<file path="src/rtl/txn_responder.sv">
// rtl/txn_responder.sv - in-order request/response responder with opcode transform
// Requests queue in a FIFO; the head is transformed, held for RSP_DELAY cycles, then presented.
module txn_responder #(
  parameter int DATA_WIDTH = 32,
  parameter int ID_WIDTH   = 4,
  parameter int DEPTH      = 4,
  parameter int RSP_DELAY  = 2
) (
  input  logic                  clk,
  input  logic                  rst_n,
  input  logic                  req_valid,
  output logic                  req_ready,
  input  logic [1:0]            req_op,
  input  logic [ID_WIDTH-1:0]   req_id,
  input  logic [DATA_WIDTH-1:0] req_data,
  output logic                  rsp_valid,
  input  logic                  rsp_ready,
  output logic [ID_WIDTH-1:0]   rsp_id,
  output logic [DATA_WIDTH-1:0] rsp_data,
  output logic                  rsp_err,
  output logic [15:0]           req_count,
  output logic [15:0]           rsp_count,
  output logic [15:0]           err_count
);
  localparam int PW = $clog2(DEPTH);
  localparam int CW = PW + 1;
  localparam logic [7:0] DELAY_INIT = 8'(RSP_DELAY);

  typedef enum logic [1:0] {S_IDLE, S_WAIT, S_PRESENT} state_t;

  logic [1:0]            op_mem   [DEPTH];
  logic [ID_WIDTH-1:0]   id_mem   [DEPTH];
  logic [DATA_WIDTH-1:0] data_mem [DEPTH];

  state_t                state_q;
  logic                  live_q;
  logic [PW-1:0]         wr_ptr_q, rd_ptr_q;
  logic [CW-1:0]         count_q, count_d;
  logic [7:0]            delay_q;
  logic                  rsp_valid_q, rsp_err_q;
  logic [ID_WIDTH-1:0]   rsp_id_q;
  logic [DATA_WIDTH-1:0] rsp_data_q;
  logic [15:0]           req_count_q, rsp_count_q, err_count_q;

  logic                  push, pop;
  logic [PW-1:0]         rd_next, load_ptr;
  logic [ID_WIDTH-1:0]   load_id;
  logic [DATA_WIDTH:0]   load_rsp;

  function automatic logic [DATA_WIDTH:0] xform(input logic [1:0] op,
                                                input logic [DATA_WIDTH-1:0] d);
    logic [DATA_WIDTH:0] r;
    case (op)
      2'd0:    r = {1'b0, d};
      2'd1:    r = {1'b0, ~d};
      2'd2:    r = {1'b0, d + DATA_WIDTH'(1)};
      default: r = {1'b1, {DATA_WIDTH{1'b0}}};
    endcase
    return r;
  endfunction

  // live_q keeps req_ready low until the first edge out of reset
  assign req_ready = live_q && (count_q != CW'(DEPTH));
  assign push      = req_valid && req_ready;
  assign pop       = rsp_valid_q && rsp_ready;
  assign rd_next   = rd_ptr_q + 1'b1;

  // While presenting, the entry to load next sits one past the head being popped
  assign load_ptr  = (state_q == S_PRESENT) ? rd_next : rd_ptr_q;
  assign load_id   = id_mem[load_ptr];
  assign load_rsp  = xform(op_mem[load_ptr], data_mem[load_ptr]);

  always_comb begin
    count_d = count_q;
    if (push && !pop)      count_d = count_q + 1'b1;
    else if (pop && !push) count_d = count_q - 1'b1;
  end

  always_ff @(posedge clk) begin
    if (push) begin
      op_mem[wr_ptr_q]   <= req_op;
      id_mem[wr_ptr_q]   <= req_id;
      data_mem[wr_ptr_q] <= req_data;
    end
  end

  always_ff @(posedge clk) begin
    if (!rst_n) begin
      state_q     <= S_IDLE;
      live_q      <= 1'b0;
      wr_ptr_q    <= '0;
      rd_ptr_q    <= '0;
      count_q     <= '0;
      delay_q     <= '0;
      rsp_valid_q <= 1'b0;
      rsp_id_q    <= '0;
      rsp_data_q  <= '0;
      rsp_err_q   <= 1'b0;
      req_count_q <= '0;
      rsp_count_q <= '0;
      err_count_q <= '0;
    end else begin
      live_q  <= 1'b1;
      count_q <= count_d;
      if (push) begin
        wr_ptr_q    <= wr_ptr_q + 1'b1;
        req_count_q <= req_count_q + 16'd1;
      end
      if (pop) begin
        rd_ptr_q    <= rd_next;
        rsp_count_q <= rsp_count_q + 16'd1;
        if (rsp_err_q) err_count_q <= err_count_q + 16'd1;
      end
      case (state_q)
        S_IDLE: begin
          if (count_q != '0) begin
            if (RSP_DELAY == 0) begin
              state_q     <= S_PRESENT;
              rsp_valid_q <= 1'b1;
              rsp_id_q    <= load_id;
              rsp_data_q  <= load_rsp[DATA_WIDTH-1:0];
              rsp_err_q   <= load_rsp[DATA_WIDTH];
            end else begin
              state_q <= S_WAIT;
              delay_q <= DELAY_INIT;
            end
          end
        end
        S_WAIT: begin
          if (delay_q <= 8'd1) begin
            state_q     <= S_PRESENT;
            rsp_valid_q <= 1'b1;
            rsp_id_q    <= load_id;
            rsp_data_q  <= load_rsp[DATA_WIDTH-1:0];
            rsp_err_q   <= load_rsp[DATA_WIDTH];
          end else begin
            delay_q <= delay_q - 8'd1;
          end
        end
        S_PRESENT: begin
          if (pop) begin
            if (count_q > CW'(1) && RSP_DELAY == 0) begin
              rsp_id_q   <= load_id;
              rsp_data_q <= load_rsp[DATA_WIDTH-1:0];
              rsp_err_q  <= load_rsp[DATA_WIDTH];
            end else begin
              rsp_valid_q <= 1'b0;
              rsp_id_q    <= '0;
              rsp_data_q  <= '0;
              rsp_err_q   <= 1'b0;
              if (count_q > CW'(1)) begin
                state_q <= S_WAIT;
                delay_q <= DELAY_INIT;
              end else begin
                state_q <= S_IDLE;
              end
            end
          end
        end
        default: state_q <= S_IDLE;
      endcase
    end
  end

  assign rsp_valid = rsp_valid_q;
  assign rsp_id    = rsp_id_q;
  assign rsp_data  = rsp_data_q;
  assign rsp_err   = rsp_err_q;
  assign req_count = req_count_q;
  assign rsp_count = rsp_count_q;
  assign err_count = err_count_q;
endmodule

</file>
<file path="config.mk">
export PLATFORM = sky130hd
export DESIGN_NAME = txn_responder
export DESIGN_NICKNAME = d
export VERILOG_FILES = /design/src/rtl/txn_responder.sv
export SDC_FILE = /design/constraint.sdc
export NUM_CORES = 1
export LEC_CHECK = 0
export ABC_AREA = 1
export BUFFER_PORTS_ARGS = -buffer_cell sky130_fd_sc_hd__clkbuf_2
export CAP_MARGIN = 0
export CORE_AREA = 8 8 152 154
export DETAILED_ROUTE_END_ITERATION = 12
export DIE_AREA = 0 0 160 162
export PLACE_DENSITY = 0.79
export SYNTH_ARGS = -nofsm -noshare
export SYNTH_HDL_FRONTEND = slang
export SYNTH_SLANG_ARGS = --single-unit
</file>
<file path="constraint.sdc">
create_clock -name clk -period 3.9 [get_ports clk]
set_input_delay 0.195 -clock clk [delete_from_list [all_inputs] [get_ports clk]]
set_output_delay 0.195 -clock clk [all_outputs]
set_load 0.02 [all_outputs]
</file>
==> results by group <==
Route
  • Detailed-route via count: 9825
  • DR vias/cell: 5.331
  • WL final: 29270 µm
  • DRC viols: 0
  • WL/cell: 15.88 µm
  • Post-route ant nets: 0
  • Drt pass-1 iters: 6
  • DR iter-0 viols: 864

Critical path
  • Number of cells on the critical path: 14
  • CP arrival: 3.56 ns
  • Reg-to-reg setup timing slack: 0.78 ns
  • Critical path's top delay family: simple AND/OR/NAND/NOR gates
  • R2R cell count: 14
  • Slowest stage delay, CP: 0.43 ns
  • Slowest library cell on the worst path: dfxtp_1
  • Critical path class: reg2reg
  • Crit path cell chain: inv_1, ha_1, nand2_1, and2_1, nand2_1, nor2_1, nand3_1, nor2_1, nand4_1, nor3_1, nand3_1, nor2_1, a21oi_1, o21a_1
  • Crit path required time: 4.34 ns
  • Setup crit end kind: flop
  • WP buf/inv: 1
  • Most used cell, CP: nor2_1
  • CP Max Fanout: 12
  • CP startpoint kind: flop

Timing
  • Max Fclk: 0.3204 GHz
  • Max-slew violations: 0
  • Worst setup margin: 0.7790 ns
  • Max-slew headroom: 20.38%
  • RSZ-0062 raised after global routing: no
  • Total negative slack: 0 ns
  • Finish-stage setup viols: 0
  • Minimum clock period: 3.121 ns
  • Clock skew after layout: 0.01678 ns
  • Fin crit share: 80.03%
  • Final hold vios: 0
  • Actual slew at the worst max-slew pin: 1.193 ns

Logic synthesis
  • Share of the synthesized area in the top cell type: 38.26%
  • Mean area per synthesized cell: 8.601 µm²
  • Ys Warns: 0
  • Sequential area share after synthesis: 55.71%
  • Seq cells post-synth: 256
  • Post-Synth XOR/XNOR Area: 0.5139%
  • Complex-gate fraction of the synthesized area: 7.897%
  • Area of the mapped netlist: 0.01193 mm²
  • Net Count, Synth: 1444
  • Dominant cell type by area after synthesis: edfxtp_1
  • Cells after synthesis: 1387
  • Most common flop cell mapped by yosys: edfxtp_1
  • Post-synth ARST share: 0%
  • Synth area leaders: edfxtp_1, dfxtp_1, nand2_1
  • Post-synth EDFFs: 152
  • Largest family of logic cells by synthesized area: simple AND/OR/NAND/NOR gates
  • Simple-gate share of the synthesized area: 25.36%
  • Adder-cell share of the synthesized area: 1.573%
  • Post-synthesis mux area share: 0%
  • Post-synth cell types: 41

Floorplan
  • Rows: 53
  • Placeable Area: 0.02069 mm²
  • Die Y: 162 µm
  • Die width: 160 µm
  • Ports: 129
  • DIE AREA: 0.02592 mm²
  • Starting Density: 57.66%

Run
  • Max-Cap Viols: 0

Placed design
  • Hpwl dp: 19830 µm
  • Dpl ws: 0.7811 ns
  • Cells after DPL: 1757
  • Port bufs: 128
  • Gpl congestion: 0.9737

Clock network
  • Clock transition at the registers of the reported paths: 0.06 ns
  • Postcts setup bufs: 0
  • Clk_lat worst skew: 0.54 ns
  • H-tree depth: 1
  • TritonCTS clock tree: done
  • Clk root buf: clkbuf_16
  • Clock buffer depth: 3
  • Num CTS Buffers: 26
  • Clock sinks: 256

Finish
  • Multi-input gate area: 0.004258 mm²
  • Ant. Diodes: 0
  • Most common cell after layout, fill and taps aside: nand2_1
  • Area grow syn2layout: 17.37%
  • Non-filler instance count after layout: 1843
  • Sequential Area: 0.006646 mm²
  • Most frequent cells in the layout: nand2_1, inv_1, edfxtp_1
  • Final Util: 67.68%
  • Final #Nets: 1605
  • Layout cells sized above 1: 14.80%
  • Fillers: 1630

Global route
  • Gr ovfl total: 0
  • Initial antenna violation count: 0
  • Vias in the first global route: 9497
  • First-pass GRT wire length: 47830 µm
  • Pin count of the biggest net entering global routing: 61
  • All-Layer GR Usage: 22.30%

Power and ir drop
  • Peak supply drop: 0.4186 mV
  • PD cells: 645.0 mW/mm²
  • Leak: 5.899 nW

Min path
  • Hold Crit Class: in2reg
  • Hold depth: 3

Status
  • Status: completed
==> path summary, 6_finish.rpt <==
path | end | start
hold / removal | rd_ptr_q[0] | rsp_ready
setup reg to reg | req_count[15] | count_q[0]
setup / recovery | req_count[15] | count_q[0]
hold reg to reg | err_count[15] | err_count[15]
==> power breakdown <==
group	leakage, nW	internal [mW]	switching, mW
clock	0.427	1.46	1.02
combinational	3.25	0.956	2.37
sequential	2.22	3.09	0.142
==> routing by layer <==
metal	vias up	global-route usage [%]	routed length [µm]	share of wire, %
met4	0	7.774	822	2.8
met3	55	3.746	1781	6.1
met2	342	37.62	14010	48
met5	-	0	0	0
met1	4572	28.65	12650	43
li1	4856	-	-	-
==> sequential cells by signal, summed over array words and instances (netlist names) <==
name and flops:
data_mem 128, rsp_data 32, err_count 16, id_mem 16, req_count 16, rsp_count 16
delay_q 8, op_mem 8, rsp_id 4, count_q 3, rd_ptr_q 2, state_q 2
wr_ptr_q 2, live_q 1, rsp_err 1, rsp_valid 1
==> worst min-delay path, delay by kind of cell <==
family                 cells  cell delay [ns]
AOI/OAI and AO/OA          1             0.13
buffers and inverters      1             0.08
and+or+nand+nor            1             0.35
==> synth_stat cells (14+ instances only) <==
cell type / n
a21oi_1: 85
inv_1: 202
o21ai_0: 44
nand2_2: 14
nand4_1: 15
nor2_1: 104
dfxtp_1: 104
ha_1: 15
nand2_1: 351
nor3_1: 21
clkbuf_1: 16
edfxtp_1: 152
nand3_1: 139
==> cell type report <==
class / count / share of cell area (%)
sequential: 256 / 47.47
multi-input combinational: 878 / 30.41
timing repair buffer: 177 / 7.881
inverter: 209 / 5.621
clock buffer: 34 / 5.227
tap: 275 / 2.457
clock inverter: 14 / 0.9383
==> stage by stage <==
step	area (µm²)	hold WS [ns]	power, mW
finish	14000	0.2884	9.031
global route	14000	0.3280	9.574
CTS	14000	0.2796	9.028
detailed placement	12760	0.4156	6.532
global placement	12760	0.4112	6.470
floorplan	11930	0.2227	5.749
==> what timing repair did <==
action / in CTS / in global routing
endpoints found under the hold margin: 152 / 0
gates resized for setup: 0 / 0
hold buffers: 38 / 0
==> cells by family after synthesis <==
logic type,count (synthesis)
simple gates,687
buf+inv,253
compound gates,169
fa+ha+maj,15
xor+xnor,7
flops,256
No activity file was read; power rests on OpenSTA's default activity.
